$ cat config.mk
export PLATFORM = sky130hd
export DESIGN_NAME = shift_deserializer
export DESIGN_NICKNAME = d
export VERILOG_FILES = /design/src/rtl/shift_pkg.sv /design/src/rtl/shift_out_buf.sv /design/src/rtl/shift_deserializer.sv
export SDC_FILE = /design/constraint.sdc
export NUM_CORES = 1
export LEC_CHECK = 0
export CORE_MARGIN = 2
export CORE_UTILIZATION = 44
export CTS_CLUSTER_DIAMETER = 30
export DETAILED_ROUTE_END_ITERATION = 10
export PLACE_DENSITY_LB_ADDON = 0.08
export SLEW_MARGIN = 15
export SYNTH_ARGS = -nofsm -noshare
export SYNTH_HDL_FRONTEND = slang
export SYNTH_HIERARCHICAL = 1
export SYNTH_SLANG_ARGS = --single-unit
$ cat constraint.sdc
create_clock -name clk -period 1.8 [get_ports clk]
set_input_delay 0.27 -clock clk [delete_from_list [all_inputs] [get_ports clk]]
set_output_delay 0.27 -clock clk [all_outputs]
set_load 0.01 [all_outputs]
$ cat src/rtl/shift_pkg.sv
// Shared types for the serial word assembler and its output holding register.
// Also used by the transmit-side staging logic.
package shift_pkg;

  localparam int SHIFT_WIDTH = 8;

  typedef logic [SHIFT_WIDTH-1:0] shift_word_t;

  typedef enum logic {
    ST_COLLECT = 1'b0,
    ST_LAST    = 1'b1
  } shift_state_e;

endpackage

$ cat src/rtl/shift_out_buf.sv
// One-entry valid/ready holding register. A load into an occupied slot that is
// not being drained this cycle is dropped and flagged on the combinational drop pulse.
module shift_out_buf #(
  parameter int WIDTH = 8
) (
  input  logic             clk,
  input  logic             rst_n,
  input  logic             load,
  input  logic [WIDTH-1:0] load_data,
  input  logic             dout_ready,
  output logic [WIDTH-1:0] dout,
  output logic             dout_valid,
  output logic             drop
);

  logic [WIDTH-1:0] data_q, data_d;
  logic             valid_q, valid_d;

  // Slot is free when empty or being consumed in this same cycle.
  always_comb begin
    data_d  = data_q;
    valid_d = valid_q;
    drop    = 1'b0;
    if (load) begin
      if (!valid_q || dout_ready) begin
        data_d  = load_data;
        valid_d = 1'b1;
      end else begin
        drop = 1'b1;
      end
    end else if (valid_q && dout_ready) begin
      valid_d = 1'b0;
    end else begin
      valid_d = valid_q;
    end
  end

  // Holding register state.
  always_ff @(posedge clk or negedge rst_n) begin
    if (!rst_n) begin
      data_q  <= '0;
      valid_q <= 1'b0;
    end else begin
      data_q  <= data_d;
      valid_q <= valid_d;
    end
  end

  assign dout       = data_q;
  assign dout_valid = valid_q;

endmodule

$ cat src/rtl/shift_deserializer.sv
// Serial-in, parallel-out word assembler: collects WIDTH qualified bits into a
// word and hands it to a one-entry valid/ready holding register.
module shift_deserializer
  import shift_pkg::*;
#(
  parameter int WIDTH     = SHIFT_WIDTH,
  parameter bit LSB_FIRST = 1'b1
) (
  input  logic                       clk,
  input  logic                       rst_n,
  input  logic                       sin_valid,
  input  logic                       sin_data,
  input  logic                       frame_start,
  output logic [WIDTH-1:0]           dout,
  output logic                       dout_valid,
  input  logic                       dout_ready,
  output logic [$clog2(WIDTH+1)-1:0] bit_cnt,
  output logic                       overrun,
  output logic                       overrun_sticky,
  input  logic                       clr_err
);

  localparam int            CW       = $clog2(WIDTH + 1);
  localparam logic [CW-1:0] LAST_CNT = CW'(WIDTH - 1);

  logic [WIDTH-1:0] shreg_q, shreg_d;
  logic [WIDTH-1:0] shifted_s, fresh_s;
  logic [CW-1:0]    cnt_q, cnt_d;
  logic             overrun_q, sticky_q, sticky_d;
  logic             load_s, drop_s;
  shift_state_e     state_s;

  // LAST is simply "the next accepted bit completes the word".
  assign state_s   = (cnt_q == LAST_CNT) ? ST_LAST : ST_COLLECT;
  assign shifted_s = LSB_FIRST ? {sin_data, shreg_q[WIDTH-1:1]} : {shreg_q[WIDTH-2:0], sin_data};
  assign fresh_s   = LSB_FIRST ? {sin_data, {(WIDTH-1){1'b0}}} : {{(WIDTH-1){1'b0}}, sin_data};

  // Next shift register / bit count; frame_start realigns before anything else.
  always_comb begin
    shreg_d = shreg_q;
    cnt_d   = cnt_q;
    load_s  = 1'b0;
    if (frame_start) begin
      if (sin_valid) begin
        shreg_d = fresh_s;
        cnt_d   = CW'(1);
      end else begin
        shreg_d = '0;
        cnt_d   = '0;
      end
    end else if (sin_valid) begin
      shreg_d = shifted_s;
      case (state_s)
        ST_LAST: begin
          cnt_d  = '0;
          load_s = 1'b1;
        end
        ST_COLLECT: cnt_d = cnt_q + CW'(1);
        default:    cnt_d = '0;
      endcase
    end else begin
      shreg_d = shreg_q;
      cnt_d   = cnt_q;
    end
  end

  // A new overrun outranks a simultaneous clear.
  always_comb begin
    sticky_d = sticky_q;
    if (drop_s) begin
      sticky_d = 1'b1;
    end else if (clr_err) begin
      sticky_d = 1'b0;
    end else begin
      sticky_d = sticky_q;
    end
  end

  // Assembler and error flag state.
  always_ff @(posedge clk or negedge rst_n) begin
    if (!rst_n) begin
      shreg_q   <= '0;
      cnt_q     <= '0;
      overrun_q <= 1'b0;
      sticky_q  <= 1'b0;
    end else begin
      shreg_q   <= shreg_d;
      cnt_q     <= cnt_d;
      overrun_q <= drop_s;
      sticky_q  <= sticky_d;
    end
  end

  shift_out_buf #(.WIDTH(WIDTH)) u_out_buf (
    .clk        (clk),
    .rst_n      (rst_n),
    .load       (load_s),
    .load_data  (shreg_d),
    .dout_ready (dout_ready),
    .dout       (dout),
    .dout_valid (dout_valid),
    .drop       (drop_s)
  );

  assign bit_cnt        = cnt_q;
  assign overrun        = overrun_q;
  assign overrun_sticky = sticky_q;

endmodule

==> results of run 1 <==
[worst max-delay path, stage by stage, from the launching register on]
cell and delay [ns]:
sky130_fd_sc_hd__dfrtp_1 0.41, sky130_fd_sc_hd__ha_1 0.23, sky130_fd_sc_hd__nand3b_1 0.11, sky130_fd_sc_hd__nor3b_1 0.19, sky130_fd_sc_hd__buf_4 0.16, sky130_fd_sc_hd__nand2_4 0.11, sky130_fd_sc_hd__mux2_4 0.32
[Yosys cell counts (all sizes together)]
cell    count
nand2b      1
nor2b       2
dfrtp      23
a221o       1
mux2i       8
buf         3
a21o        1
nand4       1
a22o        1
a21bo       1
nor3b       2
nand2       2
a21oi       1
nand3b      2
nor2       10
mux2        9
ha          1
inv         2
nor3        1
[flip-flops by register name, summed over array words and instances, names as in the netlist]
name                  flops
overrun_sticky            1
overrun                   1
shreg_q                   8
bit_cnt                   4
u_out_buf/dout_valid      1
u_out_buf/dout            8
[report_power, final]
part / internal (mW) / switching, mW / total (mW)
Sequential: 0.528 / 0.00867 / 0.537
Clock: 0.0831 / 0.156 / 0.239
Combinational: 0.0545 / 0.0456 / 0.100
Total: 0.665 / 0.210 / 0.875
[cell families (layout without fill, tap and decap cells)]
logic type / after synthesis / count (layout) / synth area share [%]
AOI/OAI and AO/OA: 5 / 5 / 4.11
adders and majority gates: 1 / 1 / 1.25
DFF: 23 / 23 / 57.4
muxes: 17 / 17 / 21.1
buffers and inverters: 5 / 32 / 3.49
and+or+nand+nor: 21 / 21 / 12.7
[layout make-up]
type	count	share of cell area (%)
repair buffers	26	19.3
flip-flops and latches	23	44.7
multi-input cells	44	30.5
clock inverters	1	0.389
well taps	28	2.72
inverters	2	0.584
clock buffers	3	1.75
[routing by layer]
metal | routed length (µm) | share of wire (%)
met5 | 0 | 0
met2 | 709 | 43
met4 | 31 | 1.9
met3 | 80 | 4.8
met1 | 831 | 50
[placed cells by master, fill, tap and decap left out, drive strengths merged]
cell type and n:
nand2b 1, nand3b 2, a21bo 1, a21o 1
inv 2, nor3 1, mux2 9, clkinv 1
a22o 1, nor3b 2, clkbuf 3, mux2i 8
nor2b 2, a21oi 1, a221o 1, nand2 2
dfrtp 23, ha 1, clkdlybuf4s50 21, buf 5
nor2 10, nand4 1
[stage by stage]
step / setup slack, ns / power (mW)
after floorplan: 0.0395 / 0.596
after global placement: 0.128 / 0.646
after detailed placement: 0.141 / 0.647
after CTS: 0.147 / 0.896
after global routing: 0.0469 / 0.918
final: 0.155 / 0.875
[final timing paths]
kind / start / to / slack [ns] / depth (start not counted)
min: rst_n / bit_cnt[3] / 0.30 / 2
max in group asynchronous: rst_n / u_out_buf/dout[4] / 1.27 / 2
min in group clk: overrun_sticky / overrun_sticky / 0.49 / 1
min reg2reg: overrun_sticky / overrun_sticky / 0.49 / 1
max reg2reg: bit_cnt[1] / u_out_buf/dout[7] / 0.16 / 6
max: bit_cnt[1] / u_out_buf/dout[7] / 0.16 / 6
==> results.tsv, run 1 <==
stage	metric	value	unit
cts	Inserted Clock Buffers	3	
global_route	met1 global-route usage	21.4	%
global_route	pin count of the biggest net entering global routing	24	
run	number of violations of the max-capacitance limit	0	
sta	RSZ-0062 raised after global routing	false	
global_route	most utilized layer in the global route result	met1	
sta	slew at the pin closest to its max-slew limit	0.295	ns
placement	sum of net half-perimeters after detailed placement	1080	µm
sta	final-report setup violation count	0	
sta	slew margin rel.	80.3	%
drt	residual DRC count	0	
cts	buffers inserted by post-CTS timing repair	0	
yosys	cell area after synthesis	0.00100	mm²
yosys	post-synth net total	80	
yosys	synthesized area divided by synthesized cell count	13.9	µm²
global_route	number of global-route vias before repair	611	
yosys	Unique masters post-synth	23	
floorplanning	Starting Density	45.8	%
floorplanning	width of the die	51.8	µm
yosys	largest cells by area after synthesis	sky130_fd_sc_hd__dfrtp_1 57%, sky130_fd_sc_hd__mux2_4 12%, sky130_fd_sc_hd__mux2i_1 8.0%, sky130_fd_sc_hd__nor2_1 3.7%, sky130_fd_sc_hd__buf_6 2.2%	
final_layout	share of layout cells above drive strength 1	22.2	%
final_layout	number of nets at the end of the flow	108	
worst_setup_path	type of the worst setup path	flip-flop to flip-flop	
floorplanning	core area	0.00219	mm²
global_route	GRT Resource Usage Total	14.9	%
yosys	Gate Count Post-Synth	72	
cts	# H-tree levels	1	
sta	final worst path period share	91.4	%
worst_setup_path	arrival time of the worst setup path	1.85	ns
floorplanning	vertical extent of the die	51.8	µm
global_route	wire length of the first global-routing pass	2800	µm
sta	number of hold-slack violations in the final timing report	0	
final_layout	diode count	0	
placement	global placer's final weighted congestion	0.729	
drt	number of design-rule violations left by the first detailed-router iteration	6	
drt	Final ANT Viol Nets	0	
placement	dpl cells	123	
drt	first-pass iteration count of the detailed router	4	
yosys	leading area contributor after synthesis	sky130_fd_sc_hd__dfrtp_1	
power	ratio of total power to cell area	681	mW/mm²
run_status	run status	completed	
worst_setup_path	CP Launch Type	flip-flop	
yosys	sequential fraction of the synthesis area	57.4	%
floorplanning	I/O pins	22	
floorplanning	number of rows created at floorplan	17	
sta	Max Clock Freq	0.608	GHz
yosys	FF+latch count, synth	23	
cts	Clock Tree Root	sky130_fd_sc_hd__clkbuf_4	
yosys	warning count from the yosys run	6	
drt	routed wire length	1650	µm
global_route	Global Route met3 Usage	3.74	%
cts	CTS sink count	23	
cts	clock tree from TritonCTS	done	
yosys	Synth top area share	57.4	%
cts	clock tree buffer depth	2	
worst_setup_path	sort of element at the end of the critical path	flip-flop	
cts	clock transition at the registers of the reported paths	0.13	ns
drt	average wire per cell in the routed design	13.0	µm
cts	total of hold buffers inserted after clock tree synthesis	0	
sta	setup clock skew after layout	0.00298	ns
final_layout	footprint of the multi-input gates	393	µm²
global_route	antenna violations before repair	0	
cts	clock latency at the later pin of the worst-skew pair	0.31	ns
drt	vias per inst	4.96	
global_route	M2 GR Usage	19.9	%
worst_setup_path	Req. time, crit path	2.01	ns
power	Peak supply drop	0.526	mV
sta	final worst path period need	1.64	ns
final_layout	non-filler instance count after layout	127	
sta	final setup TNS	0	ns
final_layout	fillcell total	194	
worst_hold_path	HP Class	input port to async pin	
final_layout	flip-flop and latch area	576	µm²
global_route	total gr overflow	0	
drt	total via count in the routed design	630	
worst_setup_path	Worst Path Max Fanout	8	
cts	cells resized by post-CTS repair	0	
final_layout	area delta synth->final	28.2	%
placement	Placed Area	0.00126	mm²
final_layout	post-route cell area	0.00129	mm²
floorplanning	die outline area	0.00268	mm²
placement	count of input and output buffers	21	
sta	final count of pins violating max slew	0	
power	Static Leakage	0.644	nW
sta	smallest hold slack	0.300	ns
final_layout	post-layout util	58.7	%
Note: power is estimated with default switching activity, not from simulation.
==> inputs of run 2 (changes only) <==
Settings changed: SLEW_MARGIN 15 to 20.
==> results of run 2 <==
Same layout as run 1: the final DEF is identical, and so are final timing and power.
==> inputs of run 3 (changes only) <==
Settings changed: GPL_TIMING_DRIVEN set to 0, MAX_ROUTING_LAYER set to met4.
==> results.tsv, run 3 (synthesis gave the netlist of run 1 again) <==
stage	metric	value	unit	change
worst_hold_path	worst min-delay path startpoint	sin_valid		
floorplanning	die outline area	0.00268	mm²	unchanged
power	ratio of total power to cell area	670	mW/mm²	was 681 mW/mm²
worst_hold_path	HP Class	input port to flip-flop		was input port to async pin
final_layout	top library cells by usage in the layout, fill and taps aside	22 x sky130_fd_sc_hd__dfrtp_1, 19 x sky130_fd_sc_hd__clkdlybuf4s50_1, 10 x sky130_fd_sc_hd__nor2_1		was 23 x sky130_fd_sc_hd__dfrtp_1, 21 x sky130_fd_sc_hd__clkdlybuf4s50_1, 10 x sky130_fd_sc_hd__nor2_1
cts	clock tree from TritonCTS	done		unchanged
global_route	total gr overflow	0		unchanged
floorplanning	number of rows created at floorplan	17		unchanged
drt	average wire per cell in the routed design	13.3	µm	was 13.0 µm
final_layout	flip-flop and latch area	577	µm²	was 576 µm²
worst_setup_path	r2r setup slk	0.10	ns	was 0.16 ns
cts	clock latency at the later pin of the worst-skew pair	0.30	ns	was 0.31 ns
final_layout	share of layout cells above drive strength 1	26.3	%	was 22.2%
sta	final worst path period share	94.4	%	was 91.4%
cts	Inserted Clock Buffers	3		unchanged
floorplanning	I/O pins	22		unchanged
sta	final-report setup violation count	0		unchanged
drt	routed wire length	1690	µm	was 1650 µm
final_layout	fillcell total	194		unchanged
worst_hold_path	Hold Path Sink	bit_cnt[0]		
sta	RSZ-0062 raised after global routing	false		unchanged
cts	# H-tree levels	1		unchanged
global_route	antenna violations before repair	0		unchanged
final_layout	post-route cell area	0.00129	mm²	about the same
final_layout	diode count	0		unchanged
final_layout	footprint of the multi-input gates	400	µm²	was 393 µm²
power	Peak supply drop	0.492	mV	was 0.526 mV
sta	slew margin rel.	66.6	%	was 80.3%
sta	number of hold-slack violations in the final timing report	0		unchanged
sta	Max Clock Freq	0.589	GHz	was 0.608 GHz
cts	CTS sink count	23		unchanged
worst_setup_path	Worst Path Max Fanout	8		unchanged
global_route	wire length of the first global-routing pass	3020	µm	was 2800 µm
sta	final count of pins violating max slew	0		unchanged
placement	global placer's final weighted congestion	0.754		was 0.729
worst_hold_path	Worst Hold Depth	2		
worst_setup_path	Req. time, crit path	2.00	ns	was 2.01 ns
global_route	number of global-route vias before repair	658		was 611
placement	sum of net half-perimeters after detailed placement	1160	µm	was 1080 µm
sta	setup clock skew after layout	0.00194	ns	was 0.00298 ns
final_layout	number of nets at the end of the flow	108		unchanged
drt	vias per inst	4.91		was 4.96
drt	Final ANT Viol Nets	0		unchanged
floorplanning	core area	0.00219	mm²	unchanged
global_route	GRT Resource Usage Total	15.9	%	was 14.9%
cts	clock transition at the registers of the reported paths	0.12	ns	was 0.13 ns
worst_setup_path	type of the worst setup path	flip-flop to flip-flop		unchanged
worst_setup_path	RR Endpoint	u_out_buf/dout[0]		was u_out_buf/dout[7]
placement	Placed Area	0.00124	mm²	was 0.00126 mm²
final_layout	area delta synth->final	29.1	%	was 28.2%
worst_setup_path	launch instance of the worst register-to-register path	bit_cnt[0]		was bit_cnt[1]
drt	total via count in the routed design	623		was 630
drt	residual DRC count	0		unchanged
final_layout	leading cell type in the layout, fill and taps excluded	sky130_fd_sc_hd__dfrtp_1		unchanged
floorplanning	width of the die	51.8	µm	unchanged
cts	clock tree buffer depth	2		unchanged
drt	first-pass iteration count of the detailed router	4		unchanged
power	Static Leakage	0.644	nW	about the same
sta	final setup TNS	0	ns	unchanged
worst_setup_path	Worst Reg-to-Reg Cells	5		was 6
sta	final worst path period need	1.70	ns	was 1.64 ns
sta	slew at the pin closest to its max-slew limit	0.501	ns	was 0.295 ns
worst_setup_path	sort of element at the end of the critical path	flip-flop		unchanged
placement	count of input and output buffers	20		was 21
drt	number of design-rule violations left by the first detailed-router iteration	3		was 6
floorplanning	Starting Density	45.8	%	unchanged
floorplanning	vertical extent of the die	51.8	µm	unchanged
run	number of violations of the max-capacitance limit	0		unchanged
global_route	pin count of the biggest net entering global routing	24		unchanged
worst_setup_path	arrival time of the worst setup path	1.90	ns	was 1.85 ns
worst_setup_path	CP Launch Type	flip-flop		unchanged
cts	Clock Tree Root	sky130_fd_sc_hd__clkbuf_4		unchanged
run_status	run status	completed		unchanged
-- run 3: cell types whose count changed in the layout (fill, tap and decap cells not counted) --
cell / change
sky130_fd_sc_hd__buf_4: -3
sky130_fd_sc_hd__buf_2: +2
sky130_fd_sc_hd__buf_6: +2
sky130_fd_sc_hd__clkdlybuf4s50_1: -2
sky130_fd_sc_hd__dfrtp_1: -1
sky130_fd_sc_hd__dfrtp_2: +1
sky130_fd_sc_hd__dlygate4sd3_1: +1
sky130_fd_sc_hd__ha_1: -1
sky130_fd_sc_hd__ha_2: +1
sky130_fd_sc_hd__nor3b_1: -1
sky130_fd_sc_hd__nor3b_2: +1
-- run 3: power breakdown --
part,internal (mW),switching (mW)
combinational,0.0544,0.0435
clock,0.0828,0.148
sequential,0.528,0.0110
-- run 3: layout make-up --
type,count,share of cell area [%]
clock buffers,3,1.74
repair buffers,23,17.0
well taps,28,2.71
flip-flops and latches,23,44.5
plain buffers,3,2.13
inverters,2,0.580
clock inverters,1,0.386
multi-input cells,44,30.9
-- run 3: per-stage QoR --
| stage | total power, mW | util (%) | std cells | setup slack (ns) | hold slack (ns) |
|---|---|---|---|---|---|
| after floorplan | 0.596 | - | 72 | 0.0395 | -0.0256 |
| after global placement | 0.642 | 56.5 | 120 | -0.288 | 0.465 |
| after detailed placement | 0.643 | 56.5 | 120 | -0.328 | 0.480 |
| after CTS | 0.880 | 58.0 | 124 | 0.0103 | 0.231 |
| after global routing | 0.919 | 59.1 | 127 | 0.0120 | 0.240 |
| final | 0.868 | 59.1 | 127 | 0.101 | 0.242 |
-- run 3: worst max path at each step --
stage	from	to	slack (ns)	depth (start not counted)
3_3_place_gp	frame_start	u_out_buf/dout[3]	-0.29	5
2_1_floorplan	bit_cnt[0]	u_out_buf/dout[0]	0.04	5
4_1_cts	bit_cnt[0]	u_out_buf/dout[0]	0.01	5
5_1_grt	bit_cnt[1]	u_out_buf/dout[2]	0.01	5
3_5_place_dp	frame_start	u_out_buf/dout[0]	-0.33	5
6_report	bit_cnt[0]	u_out_buf/dout[0]	0.10	5
-- run 3: layer usage --
layer  routed length, µm  track usage, %  vias to the layer above
li1                    -               -                      301
met1                 824            21.0                      308
met2                 788            23.7                       12
met3                  57            3.45                        2
met4                  14            6.58                        0
met5                   0               -                        -
-- run 3: what timing repair did --
action,CTS,global route
endpoints found under the setup margin,8,8
hold endpoints to repair,0,23
hold buffers,0,1
resized for setup,1,2
buffers inserted,0,2
pin swaps,0,2
-- run 3: worst max-delay path: stages (launching register included) --
cell,delay [ns]
sky130_fd_sc_hd__dfrtp_2,0.42
sky130_fd_sc_hd__ha_2,0.22
sky130_fd_sc_hd__nand3b_1,0.13
sky130_fd_sc_hd__nor3b_2,0.32
sky130_fd_sc_hd__nand2_4,0.17
sky130_fd_sc_hd__mux2_4,0.33
